[src/rtl/alu_muldiv_pkg.sv]
`default_nettype none
// ============================================================================
//  Module      : alu_muldiv_pkg
//  Description : Shared types and op-decoding helpers for the iterative
//                RV32M/RV64M multiply/divide unit.
//  Revision    : 1.0  initial release
// ============================================================================
package alu_muldiv_pkg;

    // Operation encoding equals the instruction funct3 field
    typedef enum logic [2:0] {
        OP_MUL    = 3'b000,
        OP_MULH   = 3'b001,
        OP_MULHSU = 3'b010,
        OP_MULHU  = 3'b011,
        OP_DIV    = 3'b100,
        OP_DIVU   = 3'b101,
        OP_REM    = 3'b110,
        OP_REMU   = 3'b111
    } md_op_e;

    typedef enum logic [1:0] {
        IDLE  = 2'd0,
        CALC  = 2'd1,
        FIXUP = 2'd2,
        DONE  = 2'd3
    } md_state_e;

    // Divide and remainder ops all have funct3[2] set
    function automatic logic is_div(input md_op_e op);
        return op[2];
    endfunction

    // rs1 is two's complement for MULH, MULHSU, DIV and REM
    function automatic logic is_signed_rs1(input md_op_e op);
        return (op == OP_MULH) || (op == OP_MULHSU) ||
               (op == OP_DIV)  || (op == OP_REM);
    endfunction

    // rs2 is two's complement for MULH, DIV and REM (MULHSU treats it unsigned)
    function automatic logic is_signed_rs2(input md_op_e op);
        return (op == OP_MULH) || (op == OP_DIV) || (op == OP_REM);
    endfunction

endpackage : alu_muldiv_pkg
`default_nettype wire

[src/rtl/alu_muldiv.sv]
`default_nettype none
// ============================================================================
//  Module      : alu_muldiv
//  Description : Iterative one-bit-per-cycle multiply/divide unit for the
//                M extension, with valid/ready handshakes and flush abort.
//                Magnitudes are processed unsigned; signs are applied in FIXUP.
//  Revision    : 1.0  initial release
// ============================================================================
module alu_muldiv
    import alu_muldiv_pkg::*;
#(
    parameter int XLEN  = 32,
    parameter int CNT_W = $clog2(XLEN) + 1
) (
    input  logic            clk,
    input  logic            rst,
    input  logic            in_valid,
    output logic            in_ready,
    input  logic [2:0]      op,
    input  logic [XLEN-1:0] rs1_data,
    input  logic [XLEN-1:0] rs2_data,
    input  logic            flush,
    output logic            out_valid,
    input  logic            out_ready,
    output logic [XLEN-1:0] result,
    output logic            busy
);

    localparam logic [XLEN-1:0] c_most_neg = {1'b1, {(XLEN-1){1'b0}}};

    md_state_e         r_state;
    md_state_e         w_next_state;
    md_op_e            r_op;
    logic              r_neg_res;     // product/quotient sign flip
    logic              r_neg_rem;     // remainder follows dividend sign
    logic [XLEN-1:0]   r_abs_a;       // |rs1|: multiplicand
    logic [XLEN-1:0]   r_abs_b;       // |rs2|: divisor
    logic [2*XLEN-1:0] r_prod;        // high: partial sum, low: multiplier bits
    logic [XLEN-1:0]   r_rem;
    logic [XLEN-1:0]   r_quo;         // dividend bits shift out, quotient bits in
    logic [CNT_W-1:0]  r_cnt;
    logic [XLEN-1:0]   r_result;

    md_op_e            w_op;
    logic              w_accept;
    logic              w_s1;
    logic              w_s2;
    logic [XLEN-1:0]   w_abs1;
    logic [XLEN-1:0]   w_abs2;
    logic              w_div0;
    logic              w_ovf;
    logic              w_fast;
    logic [XLEN-1:0]   w_fast_result;
    logic [XLEN:0]     w_mul_sum;
    logic [XLEN:0]     w_div_shift;
    logic [XLEN:0]     w_div_sub;
    logic [2*XLEN-1:0] w_prod_fix;
    logic [XLEN-1:0]   w_quo_fix;
    logic [XLEN-1:0]   w_rem_fix;
    logic [XLEN-1:0]   w_fix_result;

    assign w_op     = md_op_e'(op);
    // in_ready is purely IDLE; flush vetoes the accept itself
    assign w_accept = in_valid && (r_state == IDLE) && !flush;
    assign w_s1     = is_signed_rs1(w_op) && rs1_data[XLEN-1];
    assign w_s2     = is_signed_rs2(w_op) && rs2_data[XLEN-1];
    // Negating the most-negative value yields 2^(XLEN-1), the correct magnitude
    assign w_abs1   = w_s1 ? (~rs1_data + 1'b1) : rs1_data;
    assign w_abs2   = w_s2 ? (~rs2_data + 1'b1) : rs2_data;
    assign w_div0   = is_div(w_op) && (rs2_data == '0);
    assign w_ovf    = ((w_op == OP_DIV) || (w_op == OP_REM)) &&
                      (rs1_data == c_most_neg) && (rs2_data == '1);
    assign w_fast   = w_div0 || w_ovf;

    // Architecturally defined results for divide-by-zero and signed overflow
    always_comb begin
        w_fast_result = '0;
        if (w_div0) begin
            w_fast_result = w_op[1] ? rs1_data : '1;
        end else if (w_ovf) begin
            w_fast_result = w_op[1] ? '0 : rs1_data;
        end
    end

    // One shift-add step and one restoring-divide step per CALC cycle
    assign w_mul_sum   = {1'b0, r_prod[2*XLEN-1:XLEN]} +
                         (r_prod[0] ? {1'b0, r_abs_a} : {(XLEN+1){1'b0}});
    assign w_div_shift = {r_rem, r_quo[XLEN-1]};
    assign w_div_sub   = w_div_shift - {1'b0, r_abs_b};

    assign w_prod_fix = r_neg_res ? (~r_prod + 1'b1) : r_prod;
    assign w_quo_fix  = r_neg_res ? (~r_quo + 1'b1)  : r_quo;
    assign w_rem_fix  = r_neg_rem ? (~r_rem + 1'b1)  : r_rem;

    // Final result selection after sign correction
    always_comb begin
        w_fix_result = '0;
        unique case (r_op)
            OP_MUL:                        w_fix_result = w_prod_fix[XLEN-1:0];
            OP_MULH, OP_MULHSU, OP_MULHU:  w_fix_result = w_prod_fix[2*XLEN-1:XLEN];
            OP_DIV, OP_DIVU:               w_fix_result = w_quo_fix;
            OP_REM, OP_REMU:               w_fix_result = w_rem_fix;
            default:                       w_fix_result = '0;
        endcase
    end

    // State register
    always_ff @(posedge clk or posedge rst) begin
        if (rst) begin
            r_state <= IDLE;
        end else begin
            r_state <= w_next_state;
        end
    end

    // Next-state logic; flush overrides every transition
    always_comb begin
        w_next_state = r_state;
        if (flush) begin
            w_next_state = IDLE;
        end else begin
            unique case (r_state)
                IDLE:    if (w_accept) w_next_state = w_fast ? DONE : CALC;
                CALC:    if (r_cnt == CNT_W'(1)) w_next_state = FIXUP;
                FIXUP:   w_next_state = DONE;
                DONE:    if (out_ready) w_next_state = IDLE;
                default: w_next_state = IDLE;
            endcase
        end
    end

    // Handshake and status outputs decoded from state only
    always_comb begin
        in_ready  = 1'b0;
        out_valid = 1'b0;
        busy      = 1'b1;
        unique case (r_state)
            IDLE: begin
                in_ready = 1'b1;
                busy     = 1'b0;
            end
            DONE:    out_valid = 1'b1;
            default: ;
        endcase
    end

    // Operand capture on accept, then iterate while in CALC
    always_ff @(posedge clk or posedge rst) begin
        if (rst) begin
            r_op      <= OP_MUL;
            r_neg_res <= 1'b0;
            r_neg_rem <= 1'b0;
            r_abs_a   <= '0;
            r_abs_b   <= '0;
            r_prod    <= '0;
            r_rem     <= '0;
            r_quo     <= '0;
            r_cnt     <= '0;
        end else if (w_accept) begin
            r_op      <= w_op;
            r_neg_res <= w_s1 ^ w_s2;
            r_neg_rem <= w_s1;
            r_abs_a   <= w_abs1;
            r_abs_b   <= w_abs2;
            r_prod    <= {{XLEN{1'b0}}, w_abs2};
            r_rem     <= '0;
            r_quo     <= w_abs1;
            r_cnt     <= CNT_W'(XLEN);
        end else if (r_state == CALC) begin
            r_cnt <= r_cnt - CNT_W'(1);
            if (is_div(r_op)) begin
                if (!w_div_sub[XLEN]) begin
                    r_rem <= w_div_sub[XLEN-1:0];
                    r_quo <= {r_quo[XLEN-2:0], 1'b1};
                end else begin
                    r_rem <= w_div_shift[XLEN-1:0];
                    r_quo <= {r_quo[XLEN-2:0], 1'b0};
                end
            end else begin
                r_prod <= {w_mul_sum, r_prod[XLEN-1:1]};
            end
        end
    end

    // Result register: loaded by the fast path or by FIXUP, held otherwise
    always_ff @(posedge clk or posedge rst) begin
        if (rst) begin
            r_result <= '0;
        end else if (w_accept && w_fast) begin
            r_result <= w_fast_result;
        end else if ((r_state == FIXUP) && !flush) begin
            r_result <= w_fix_result;
        end
    end

    assign result = r_result;

endmodule : alu_muldiv
`default_nettype wire

[config.mk]
export PLATFORM = sky130hd
export DESIGN_NAME = alu_muldiv
export DESIGN_NICKNAME = d
export VERILOG_FILES = /design/src/rtl/alu_muldiv_pkg.sv /design/src/rtl/alu_muldiv.sv
export SDC_FILE = /design/constraint.sdc
export NUM_CORES = 1
export LEC_CHECK = 0
export ABC_AREA = 1
export CELL_PAD_IN_SITES_DETAIL_PLACEMENT = 0
export CELL_PAD_IN_SITES_GLOBAL_PLACEMENT = 1
export CORE_ASPECT_RATIO = 1.2
export CORE_MARGIN = 2
export CORE_UTILIZATION = 35
export CTS_BUF_LIST = sky130_fd_sc_hd__clkbuf_2 sky130_fd_sc_hd__clkbuf_4 sky130_fd_sc_hd__clkbuf_8
export DETAILED_ROUTE_END_ITERATION = 10
export PLACE_DENSITY_LB_ADDON = 0.1
export SYNTH_ARGS = -nofsm -noshare
export SYNTH_HDL_FRONTEND = slang
export SYNTH_SLANG_ARGS = --single-unit
[constraint.sdc]
create_clock -name clk -period 9.3 [get_ports clk]
set_input_delay 1.86 -clock clk [delete_from_list [all_inputs] [get_ports clk]]
set_output_delay 1.86 -clock clk [all_outputs]
set_load 0.1 [all_outputs]
==> run_results.csv <==
group,metric,value,unit
outcome,status,"completed",
pwr,seq_power_share,23.4,%
global_route,gr-total-overflow,0,
clock_tree,cts_root_buf,"clkbuf_8",
pwr,leakagePower,11.92,nW
setup_path,r2r-start,"r_quo[31]",
die,die_area,61070,um2
setup_path,path_max_fanout,37,
routing,vias,23650,
routing,vias_per_cell,5.471,
clock_tree,numCtsBuffers,49,
clock_tree,htree_levels,2,
placement,pre_cts_ws,3.713,ns
pwr,p_sw_share,56.97,%
setup_path,worst_ep_arrival_time,5.46,ns
layout,final-instance-count-excl-fill,4323,
die,num_io_pins,107,
setup_path,cp_data_required_time,9.83,ns
sta,period_share,52.99,%
synthesis,post_synth.cell_area_avg,6.047,um2
setup_path,path_depth,17,
setup_path,r2r_cells,15,
setup_path,crit_buf_inv,7,
pwr,peakVddDrop,182.5,uV
setup_path,startpoint_type,"input port",
sta,fmaxAchievable,202.9,MHz
synthesis,synth_mux_area_share,0,%
die,core_area,58380,um2
layout,drive_above_1_share,3.968,%
routing,drc,0,
sta,tightestPinTransition,1.116,ns
clock_tree,cts_max_path_buffers,3,
synthesis,synthArstFlopShare,100.0,%
synthesis,synth_area,20690,um2
sta,timing.slew.headroom,25.14,%
clock_tree,postCtsResizedCells,0,
synthesis,syn_inst,3421,
synthesis,ys_ff_latch,237,
setup_path,rr_endpoint,"r_rem[9]",
sta,period_needed,4.928,ns
synthesis,netlist.area_leader.share,28.67,%
global_route,grt.total_usage,31.41,%
synthesis,synthAdderAreaFrac,4.790,%
pwr,powerDensity,335.5,nW/um2
min_path,hold_start,"r_abs_a[17]",
routing,routed_wl,96680,um
pwr,pwr-share-clk,15.8,%
setup_path,ff2ff_setup_slack,5.59,ns
clock_tree,cts_tree,"built",
synthesis,synthXorXnorAreaFrac,1.821,%
clock_tree,clock-sinks,237,
setup_path,critical-path-top-delay-family,"simple AND/OR/NAND/NOR gates",
pwr,internal_power,0.003399,W
synthesis,synth-compound-area-share,15.13,%
placement,gp_congestion,1.013,
routing,wire_per_inst,22.37,um
clock_tree,postCtsHoldBufs,0,
synthesis,synthTopCellsByArea,"dfrtp_1 (29%), nand2_1 (20%), nand3_1 (8.2%)",
layout,final_common_cell,"nand2_1",
setup_path,critPathKind,"input port to register",
sta,setup_viol_count_final,0,
layout,syn_to_final_growth,13.80,%
sta,fin_worst_skew,0.03253,ns
min_path,hold_end,"r_abs_a[17]",
synthesis,synth_top_family_by_area,"simple AND/OR/NAND/NOR gates",
placement,hpwl,77640,um
die,die_w,225.9,um
global_route,antenna_found_initial,1,
sta,finalWorstSetupSlack,4.372,ns
routing,drtIter0Drc,1925,
die,rows,97,
global_route,grt_pass1_vias,22830,
pwr,comb_power_share,60.9,%
flow_run,cap_violations,0,
routing,drt-pass1-iter-count,6,
global_route,grt_pass1_wl,143500,um
setup_path,cpPeakStageDelay,0.61,ns
synthesis,ys.flop_type,"dfrtp_1",
die,start_util,35.44,%
synthesis,synthSimpleGateAreaFrac,40.14,%
synthesis,syn_nets,3571,
placement,port_buffers,106,
synthesis,synth_cell_types,49,
synthesis,synth_edf_count,0,
synthesis,yosys.area.top_type,"dfrtp_1",
placement,place_inst,4234,
setup_path,crit_chain,"clkdlybuf4s50_1, inv_1, ha_1, inv_1, nor3_2, inv_1, nor2_1, nand2_1, nor3_4, inv_2, nand2_2, nand2_4, inv_6, nor2_4, clkinv_4, nand2_1, nand2_1",
die,die_h,270.3,um
setup_path,cp_slowest_cell,"nor2_4",
min_path,hold_class,"register to register",
clock_tree,cts_setup_buffers,0,
layout,layout.nets,3643,
sta,tns,0,ns
routing,ant_nets,0,
setup_path,crit_path_end_kind,"register",
sta,hold_ws,0.4854,ns
synthesis,ys_warn_count,0,
global_route,grt_max_degree,85,
layout,utilization,40.33,%
clock_tree,clk_latency,0.68,ns
pwr,netSwitchingPower,0.004500,W
sta,slew_violations,0,
synthesis,ys_seq_area_share,28.67,%
min_path,hold_depth,2,
layout,final_cell_mix,"nand2_1 (1119), nor2_1 (399), inv_1 (379)",
sta,rsz0062_at_grt,"false",
sta,final_hold_viol_count,0,
clock_tree,clk_pin_slew,0.06,ns
## power by group through the flow
stage               Sequential [W]  Clock (W)  Combinational (W)
detailed placement         0.00184          0            0.00475
floorplan                  0.00210          0            0.00274
global route               0.00189    0.00131            0.00522
global placement           0.00184          0            0.00473
finish                     0.00185    0.00124            0.00481
CTS                        0.00183    0.00127            0.00477
## synth_stat cells, types with 6 or more instances
| cell | n |
|---|---|
| nor2_2 | 6 |
| nand3_1 | 340 |
| nor3_1 | 29 |
| nor4_1 | 10 |
| buf_2 | 15 |
| nand3b_1 | 21 |
| nand4_1 | 59 |
| xnor2_1 | 18 |
| o21ai_0 | 251 |
| buf_1 | 10 |
| o21a_1 | 9 |
| o221ai_1 | 33 |
| ha_1 | 76 |
| inv_1 | 380 |
| o211ai_1 | 19 |
| o21bai_1 | 11 |
| nand2_1 | 1119 |
| o21ai_1 | 10 |
| a22oi_1 | 8 |
| dfrtp_1 | 237 |
| a21o_1 | 8 |
| o22ai_1 | 19 |
| clkbuf_1 | 74 |
| nor2_1 | 401 |
| xor2_1 | 25 |
| inv_2 | 11 |
| a21oi_1 | 182 |
## stage by stage
| stage | area [um2] | total power [W] |
|---|---|---|
| after floorplan | 20690 | 0.004837 |
| after global placement | 22460 | 0.006575 |
| after detailed placement | 22460 | 0.006592 |
| after CTS | 23530 | 0.007866 |
| after global routing | 23540 | 0.008419 |
| final | 23540 | 0.007899 |
## worst min-delay path: stages, from the launching register on
cell,delay [ns]
dfrtp_1,0.35
nand2_1,0.05
nand2_1,0.05
## layout make-up
class | instances | area, um2
multi-input cells | 2683 | 12820
clock inverters | 9 | 113.9
inverters | 395 | 1500
flip-flops and latches | 237 | 5932
fillers | 6431 | 34840
clock buffers | 77 | 959.7
repair buffers | 127 | 1219
well taps | 792 | 991.0
diodes | 3 | 7.507
## state kept, by name, indices dropped and copies added, names as in the netlist
signal and flops:
r_prod 64, r_neg_res 1, r_neg_rem 1, r_quo 32, r_rem 32, r_abs_a 32
result 32, r_abs_b 32, r_cnt 6, r_op 3, r_state 2
## worst max path at each step
stage / start / to
2_1_floorplan: rst / r_abs_a[0]
3_3_place_gp: rs2_data[0] / result[31]
3_5_place_dp: rs2_data[0] / result[24]
4_1_cts: rs2_data[0] / result[3]
5_1_grt: rs2_data[0] / result[11]
6_report: rs2_data[0] / result[3]
## logic make-up (layout without fill, tap and decap cells)
group / count (synthesis) / after routing
AOI/OAI and AO/OA: 562 / 562
and+or+nand+nor: 2000 / 2000
adders and majority gates: 78 / 78
buffers and inverters: 501 / 608
other: 0 / 3
xor gates and xnor gates: 43 / 43
DFF: 237 / 237
## layer usage
| layer | part of all wire, % | track usage [%] | wire length [um] |
|---|---|---|---|
| met4 | 7.0 | 19.41 | 6750 |
| met3 | 4.6 | 3.786 | 4461 |
| met2 | 49 | 54.52 | 47570 |
| met1 | 39 | 36.58 | 37900 |
| met5 | 0 | 0 | 0 |
Power figures use the tool's default switching activity.
